## config.mk

```make
export PLATFORM = sky130hd
export DESIGN_NAME = nr_divider_seq
export DESIGN_NICKNAME = d
export VERILOG_FILES = /design/src/rtl/nr_div_pkg.sv /design/src/rtl/nr_div_step.sv /design/src/rtl/nr_divider_seq.sv
export SDC_FILE = /design/constraint.sdc
export NUM_CORES = 1
export LEC_CHECK = 0
export BUFFER_PORTS_ARGS = -buffer_cell sky130_fd_sc_hd__buf_2
export CAP_MARGIN = 20
export CORE_AREA = 2 2 130 195
export CTS_CLUSTER_DIAMETER = 30
export DETAILED_ROUTE_END_ITERATION = 10
export DIE_AREA = 0 0 132 197
export HOLD_SLACK_MARGIN = 0.15
export PLACE_DENSITY_LB_ADDON = 0.15
export SLEW_MARGIN = 20
export SYNTH_ARGS = -nofsm -noshare
export SYNTH_HDL_FRONTEND = slang
export SYNTH_SLANG_ARGS = --single-unit
```

## constraint.sdc

```tcl
create_clock -name clk -period 5.4 [get_ports clk]
set_clock_uncertainty 0.15 [all_clocks]
set_input_delay 0.27 -clock clk [delete_from_list [all_inputs] [get_ports clk]]
set_output_delay 0.27 -clock clk [all_outputs]
set_load 0.01 [all_outputs]
```

## src/rtl/nr_div_pkg.sv

```systemverilog
// Shared definitions for the non-restoring sequential divider:
// FSM encodings, default operand width and the divide-by-zero quotient.
package nr_div_pkg;

    typedef enum logic [1:0] {
        IDLE = 2'd0,
        RUN  = 2'd1,
        FIX  = 2'd2
    } state_t;

    localparam int unsigned DEF_WIDTH = 32;

    localparam logic [DEF_WIDTH-1:0] DZ_QUOTIENT = '1;

endpackage : nr_div_pkg

```

## src/rtl/nr_div_step.sv

```systemverilog
// One non-restoring iteration: shift {A,Q} left, add or subtract M by the
// pre-shift sign of A, and shift the new quotient bit into Q.
module nr_div_step
    import nr_div_pkg::*;
#(
    parameter int unsigned WIDTH = DEF_WIDTH
) (
    input  logic [WIDTH:0]   a,
    input  logic [WIDTH-1:0] q,
    input  logic [WIDTH-1:0] m,
    output logic [WIDTH:0]   a_nxt,
    output logic [WIDTH-1:0] q_nxt
);

    logic [WIDTH:0] a_sh;
    logic [WIDTH:0] m_ext;

    always_comb begin
        a_sh  = {a[WIDTH-1:0], q[WIDTH-1]};
        m_ext = {1'b0, m};
        // Arithmetic wraps modulo 2^(WIDTH+1); the sign bit carries the decision.
        a_nxt = a[WIDTH] ? (a_sh + m_ext) : (a_sh - m_ext);
        q_nxt = {q[WIDTH-2:0], ~a_nxt[WIDTH]};
    end

endmodule : nr_div_step

```

## src/rtl/nr_divider_seq.sv

```systemverilog
// Iterative unsigned non-restoring divider, one quotient bit per clock,
// with a final remainder-correction step and registered results.
module nr_divider_seq
    import nr_div_pkg::*;
#(
    parameter int unsigned WIDTH = DEF_WIDTH
) (
    input  logic             clk,
    input  logic             rst_n,
    input  logic             start,
    input  logic [WIDTH-1:0] dividend,
    input  logic [WIDTH-1:0] divisor,
    output logic             busy,
    output logic             done,
    output logic [WIDTH-1:0] quotient,
    output logic [WIDTH-1:0] remainder,
    output logic             div_by_zero
);

    localparam int unsigned CW = $clog2(WIDTH);
    localparam logic [CW-1:0] LAST = CW'(WIDTH - 1);

    state_t           state, state_nxt;
    logic [WIDTH:0]   a;
    logic [WIDTH-1:0] q;
    logic [WIDTH-1:0] m;
    logic [CW-1:0]    count;
    logic [WIDTH:0]   a_step;
    logic [WIDTH-1:0] q_step;
    logic [WIDTH:0]   a_corr;

    nr_div_step #(.WIDTH(WIDTH)) u_step (
        .a     (a),
        .q     (q),
        .m     (m),
        .a_nxt (a_step),
        .q_nxt (q_step)
    );

    always_comb begin
        a_corr = a + {1'b0, m};
    end

    always_ff @(posedge clk or negedge rst_n) begin
        if (!rst_n) state <= IDLE;
        else        state <= state_nxt;
    end

    always_comb begin
        state_nxt = state;
        case (state)
            IDLE:    if (start && (divisor != '0)) state_nxt = RUN;
            RUN:     if (count == LAST) state_nxt = FIX;
            FIX:     state_nxt = IDLE;
            default: state_nxt = IDLE;
        endcase
    end

    always_ff @(posedge clk or negedge rst_n) begin
        if (!rst_n) begin
            a           <= '0;
            q           <= '0;
            m           <= '0;
            count       <= '0;
            busy        <= 1'b0;
            done        <= 1'b0;
            quotient    <= '0;
            remainder   <= '0;
            div_by_zero <= 1'b0;
        end else begin
            done <= 1'b0;
            case (state)
                IDLE: begin
                    if (start) begin
                        if (divisor == '0) begin
                            // Zero divisor resolves in IDLE without entering RUN.
                            done        <= 1'b1;
                            div_by_zero <= 1'b1;
                            quotient    <= WIDTH'(DZ_QUOTIENT);
                            remainder   <= dividend;
                        end else begin
                            m     <= divisor;
                            q     <= dividend;
                            a     <= '0;
                            count <= '0;
                            busy  <= 1'b1;
                        end
                    end
                end
                RUN: begin
                    a     <= a_step;
                    q     <= q_step;
                    count <= count + 1'b1;
                end
                FIX: begin
                    remainder   <= a[WIDTH] ? a_corr[WIDTH-1:0] : a[WIDTH-1:0];
                    quotient    <= q;
                    done        <= 1'b1;
                    div_by_zero <= 1'b0;
                    busy        <= 1'b0;
                end
                default: ;
            endcase
        end
    end

endmodule : nr_divider_seq

```

==> flow_summary_export.csv, run 1 <==
group,metric,value,unit
worst_setup_path,rr_startpoint,"m[3]$_DFFE_PN0P_",
timing,setup_viol,0,
clock_network,insertion_delay,0.44,ns
worst_setup_path,r2r_slack,0.88,ns
synth,ys_ff_latch,171,
placement,place.gp.congestion,0.899,
final_layout,multiInputGateArea,6180,sq um
floorplanning,ioPinCount,134,
clock_network,cts_sinks,171,
synth,async_reset_ff_frac,1.00,
synth,synthCells,1160,
final_layout,fin_nets,1471,
placement,port_buffers,133,
worst_setup_path,required,5.58,ns
clock_network,cts_resized,0,
timing,fin_crit_sh,0.837,
global_route,grt_overflow,0,
worst_setup_path,critPathMaxFanout,6,
clock_network,path_clk_slew,0.06,ns
worst_setup_path,path_class,"flop to flop",
route,drc,0,
synth,synthMuxAreaShare,0.0429,
timing,rsz0062_at_grt,"no",
worst_setup_path,cp_num_buf_inv,0,
status,outcome,"complete, no violations",
synth,synth_fa_ha_area_frac,0.0805,
worst_setup_path,path_cells,"or4_4 > nor3_2 > and3_1 > nand2_1 > nor4_2 > nor2_1 > xnor2_1 > ha_1 > a21o_1 > a21o_1 > a21o_1 > a21o_1 > a21oi_1 > o21ai_0 > a211oi_2 > xnor2_1 > a22o_1",
final_layout,areaGrowthSynthToFinish,21.2,%
timing,relSlewSlack,0.311,
route,final_antenna_net_count,0,
synth,synth_top_family_by_area,"compound AO/OA/AOI/OAI gates",
worst_setup_path,worst_path_largest_cell_delay,0.55,ns
placement,dp_hpwl,21800,um
floorplanning,fp-row-count,70,
placement,placed_area,11800,sq um
timing,finalHoldViolations,0,
synth,synth_top_area_share,0.398,
final_layout,finish.utilization,0.537,
clock_network,clock_path_buffers,2,
global_route,grt_pass1_wl,47200,um
synth,synth_compound_area_frac,0.245,
route,vias,9321,
final_layout,stdcell_area,13000,sq um
timing,fmax,0.221,GHz
synth,synth_fp_nets,1295,
floorplanning,coreArea,24300,sq um
timing,maxSlewViolCount,0,
synth,netlist_area,10800,sq um
global_route,grt_pass1_vias,9043,
worst_hold_path,worst_hold_path_type,"input port to asynchronous set/reset pin",
route,routedWlPerCell,17.5,um
floorplanning,initial_core_util,0.443,
floorplanning,die_x,132,um
final_layout,ff_latch_area,4280,sq um
run,drv_cap,0,
synth,synth_xor_area_frac,0.0635,
clock_network,root_buffer,"clkbuf_16",
floorplanning,fp.dieArea,26000,sq um
route,drtPass1Iterations,5,
worst_setup_path,end_kind,"flop",
synth,yosys.area_share.simple,0.140,
final_layout,drive_gt1_frac,0.177,
floorplanning,die_h,197,um
route,drt-initial-drc-count,707,
route,drt-total-wl,29200,um
final_layout,antenna_cells,0,
timing,hold_ws,0.281,ns
worst_setup_path,crit_slowest_cell,"or4_4",
worst_setup_path,arrival,4.69,ns
synth,synth_area_leaders,"dfrtp_1, ha_1, nand2_1, a21oi_1, o21ai_0",
final_layout,fill_cells,2264,
synth,synth_top_area_cell,"dfrtp_1",
worst_setup_path,reg2reg_depth,17,
clock_network,htree_levels,4,
power,p_leak,5.77,nW
synth,syn-mean-instance-area,9.27,sq um
synth,synth_edf_count,0,
timing,worst_pin_slew,1.03,ns
power,ir_drop,0.328,mV
synth,synthDistinctLibCells,77,
worst_setup_path,r2r-end,"a[32]$_DFFE_PN0P_",
worst_setup_path,cp_top_family,"simple AND/OR/NAND/NOR gates",
worst_setup_path,crit_top_cell,"a21o_1",
timing,fin_setup_tns,0,ns
timing,fin_crit,4.52,ns
global_route,grt_max_degree,75,
clock_network,cts_setup_buffers,0,
global_route,antenna_found_initial,0,
clock_network,cts_buffers,17,
synth,ys_seq_area_frac,0.398,
synth,ys_warn_count,0,
route,via_per_inst,5.57,
worst_setup_path,cp-start-kind,"flop",
power,p_per_area,789,nW/um^2
clock_network,ctsHoldBuffers,65,
global_route,grt.total_usage,0.228,
clock_network,cts_tree,"built",
synth,synth_flop_cell,"dfrtp_1",
[worst max path at each step]
stage / start / end / slack, ns / cells after the start
3_3_place_gp: m[3]$_DFFE_PN0P_ / a[32]$_DFFE_PN0P_ / 1.02 / 17
3_5_place_dp: m[3]$_DFFE_PN0P_ / a[32]$_DFFE_PN0P_ / 0.95 / 17
6_report: m[3]$_DFFE_PN0P_ / a[32]$_DFFE_PN0P_ / 0.88 / 17
4_1_cts: m[3]$_DFFE_PN0P_ / a[32]$_DFFE_PN0P_ / 0.91 / 17
5_1_grt: m[3]$_DFFE_PN0P_ / a[32]$_DFFE_PN0P_ / 0.58 / 16
2_1_floorplan: m[3]$_DFFE_PN0P_ / a[32]$_DFFE_PN0P_ / 1.39 / 17
[layer usage]
metal | routed length [um] | share of wire | track usage
met4 | 614 | 0.021 | 0.0801
met5 | 0 | 0 | 0
met1 | 13500 | 0.46 | 0.299
met2 | 14000 | 0.48 | 0.389
met3 | 1030 | 0.035 | 0.0265
[cells by family (layout without fill, tap and decap cells)]
kind of cell | count (synthesis) | in the layout
compound gates | 386 | 386
xor+xnor | 78 | 78
fa+ha+maj | 68 | 68
buf+inv | 84 | 272
flops | 171 | 171
mux | 42 | 42
simple gates | 331 | 331
[placed cells by master, fill, tap and decap left out, drive strengths merged, types with 8 or more instances in the layout]
cell / Yosys / final
dfrtp: 171 / 171
xnor2: 37 / 37
o22a: 32 / 32
a21oi: 84 / 84
dlygate4sd3: 0 / 65
mux2i: 9 / 9
mux2: 33 / 33
o21a: 9 / 9
nand3: 16 / 16
xor2: 41 / 41
a21o: 32 / 32
a31oi: 39 / 39
and3: 14 / 14
buf: 5 / 146
clkbuf: 49 / 21
nor3: 21 / 21
a222oi: 16 / 16
ha: 66 / 66
clkinv: 1 / 8
o21ai: 86 / 86
nand2: 135 / 135
a22oi: 12 / 12
nor2: 90 / 90
nand2b: 10 / 10
o31ai: 11 / 11
nor4: 13 / 13
o211ai: 9 / 9
inv: 29 / 29
[area by class of cell]
class	count	share of cell area
multi-input combinational	905	0.474
clock buffer	21	0.0346
inverter	30	0.00864
tap	324	0.0311
sequential	171	0.328
clock inverter	10	0.0110
timing repair buffer	211	0.112
[cell usage after synthesis, types with 12 or more instances]
master,n
dfrtp_1,171
a21oi_1,82
o22a_1,32
clkbuf_1,49
nor4_1,12
and3_1,13
a222oi_1,16
nor2_1,90
a22oi_1,12
inv_1,29
o21ai_0,76
nor3_1,18
xor2_1,41
mux2_2,33
nand3_1,16
xnor2_1,37
nand2_1,134
a31oi_1,39
ha_1,66
a21o_1,31
[state kept, by name, indices dropped and copies added, names as in the netlist]
signal / cells
m: 32
q: 32
quotient: 32
busy: 1
done: 1
a: 33
remainder: 32
div_by_zero: 1
state: 2
count: 5
[power breakdown]
group          total [mW]  leakage (nW)  switching [mW]  internal (mW)
clock                1.25         0.291           0.509          0.739
sequential           2.37          1.93           0.577           1.79
combinational        6.66          3.54            3.67           3.00
total                10.3          5.77            4.75           5.53
[stage by stage]
stage	std cells	setup WS [ns]	power, mW
5_1_grt	1672	0.584	11.2
3_3_place_gp	1574	1.02	8.85
6_report	1672	0.881	10.3
2_1_floorplan	1160	1.39	7.52
3_5_place_dp	1575	0.953	8.96
4_1_cts	1671	0.914	10.3
Note: power is estimated with default switching activity, not from simulation.
==> inputs of run 2 (changes only) <==
- clock period: 5.4 -> 3.8 ns (I/O delays scaled with it)
==> flow_summary_export.csv, run 2 (same netlist as run 1, synthesis figures left out) <==
group,metric,value,unit
route,final_antenna_net_count,0,
placement,port_buffers,133,
status,violations,"setup timing",
clock_network,root_buffer,"clkbuf_16",
global_route,grt_pass1_wl,48600,um
timing,rsz0062_at_grt,"yes",
worst_setup_path,required,3.98,ns
timing,relSlewSlack,0.424,
timing,finalHoldViolations,0,
floorplanning,die_x,132,um
final_layout,finish.utilization,0.571,
final_layout,final_common_cell,"dfrtp_1",
final_layout,antenna_cells,0,
placement,place.gp.congestion,0.914,
worst_setup_path,worst_path_largest_cell_delay,0.56,ns
route,drt-initial-drc-count,549,
clock_network,path_clk_slew,0.07,ns
placement,placed_area,12400,sq um
final_layout,largest_register_ffs,33,
timing,fin_crit,3.86,ns
power,p_per_area,1170,nW/um^2
worst_setup_path,arrival,4.05,ns
timing,setup_viol,2,
global_route,grt_max_degree,81,
status,outcome,"finished, violations left",
worst_setup_path,critPathMaxFanout,6,
route,drt-total-wl,30200,um
floorplanning,initial_core_util,0.443,
power,p_leak,6.23,nW
global_route,busiest_layer,"met2",
global_route,use_met1,0.302,
route,via_per_inst,5.56,
run,drv_cap,0,
worst_setup_path,path_cells,"or4_4 > nor3_4 > and3_4 > nor2_2 > xnor2_1 > ha_1 > a21o_1 > a21o_1 > a21oi_2 > a2bb2oi_2 > a21boi_4 > o311ai_4 > o211ai_1 > and4_1 > a211o_1",
final_layout,top_register,"a",
timing,fin_crit_sh,1.02,
worst_setup_path,cp-start-kind,"flop",
floorplanning,coreArea,24300,sq um
worst_setup_path,crit_slowest_cell,"or4_4",
floorplanning,die_h,197,um
floorplanning,fp.dieArea,26000,sq um
clock_network,cts_buffers,17,
timing,setup_slack,-0.0644,ns
route,drtPass1Iterations,5,
final_layout,drive_gt1_frac,0.245,
clock_network,insertion_delay,0.45,ns
placement,dp_hpwl,22800,um
global_route,grt.total_usage,0.233,
global_route,met3_usage,0.0319,
floorplanning,ioPinCount,134,
worst_setup_path,cp_num_buf_inv,0,
worst_setup_path,path_class,"flop to flop",
timing,maxSlewViolCount,0,
global_route,grt_pass1_vias,9534,
worst_setup_path,cp_top_family,"compound AO/OA/AOI/OAI gates",
clock_network,htree_levels,4,
global_route,antenna_found_initial,0,
worst_setup_path,crit_top_cell,"a21o_1",
final_layout,fin_nets,1555,
route,drc,0,
floorplanning,fp-row-count,70,
final_layout,mostFrequentLayoutCells,"dfrtp_1, buf_2, nand2_1",
worst_setup_path,end_kind,"flop",
final_layout,areaGrowthSynthToFinish,28.7,%
timing,worst_pin_slew,0.861,ns
global_route,gr-usage-met2,0.404,
final_layout,stdcell_area,13800,sq um
power,total_power,16.2,mW
timing,fmax,0.259,GHz
worst_hold_path,worst_hold_path_type,"input port to flop",
clock_network,cts_sinks,171,
global_route,grt_overflow,0,
timing,fin_setup_tns,-0.0670,ns
route,vias,9773,
clock_network,clock_path_buffers,2,
clock_network,cts_tree,"built",
route,routedWlPerCell,17.2,um
power,ir_drop,0.484,mV
placement,post-place-ws,-0.160,ns
==> run 2: worst paths after layout <==
path	from	endpoint	slack, ns	cells past startpoint
setup / recovery	m[2]$_DFFE_PN0P_	a[31]$_DFFE_PN0P_	-0.06	15
hold / removal	start	busy$_DFFE_PN0P_	0.23	4
setup reg to reg	m[2]$_DFFE_PN0P_	a[31]$_DFFE_PN0P_	-0.06	15
hold reg to reg	div_by_zero$_DFFE_PN0P_	div_by_zero$_DFFE_PN0P_	0.33	1
max in group asynchronous	rst_n	a[3]$_DFFE_PN0P_	1.87	4
min in group asynchronous	rst_n	a[2]$_DFFE_PN0P_	0.68	3
==> run 2: metal layers <==
| layer | vias to the layer above | part of all wire |
|---|---|---|
| met5 | - | 0 |
| met4 | 0 | 0.019 |
| met3 | 38 | 0.036 |
| met2 | 224 | 0.49 |
| met1 | 4700 | 0.45 |
| li1 | 4811 | - |
==> run 2: final cells by class <==
cell class | count | area, sq um
Multi-Input combinational cell | 905 | 6360
Clock buffer | 18 | 439
Sequential cell | 171 | 4280
Timing Repair Buffer | 295 | 2080
Tap cell | 324 | 405
Fill cell | 2219 | 10400
Clock inverter | 14 | 158
Inverter | 30 | 113
==> run 2: worst min-delay path, stage by stage <==
cell      delay (ns)
buf_2           0.11
o211ai_1        0.09
buf_4           0.27
nand2_1         0.11
==> run 2: timing repair <==
item	in CTS	in global routing
hold buffers	67	0
endpoints found under the setup margin	13	17
pin swaps	12	6
hold endpoints to repair	231	0
setup buffers	5	1
resized for setup	11	18
==> run 2: power by group <==
group	switching, mW	internal (mW)	leakage (nW)
clock network	0.787	1.00	0.295
logic	5.73	5.35	4.00
registers	0.758	2.54	1.93
total	7.28	8.89	6.23
==> run 2: stage by stage <==
stage          hold WS [ns]  std cells
6_report              0.232       1757
5_1_grt               0.304       1757
4_1_cts               0.229       1756
3_5_place_dp         0.0556       1652
3_3_place_gp         0.0519       1652
2_1_floorplan        -0.256       1160
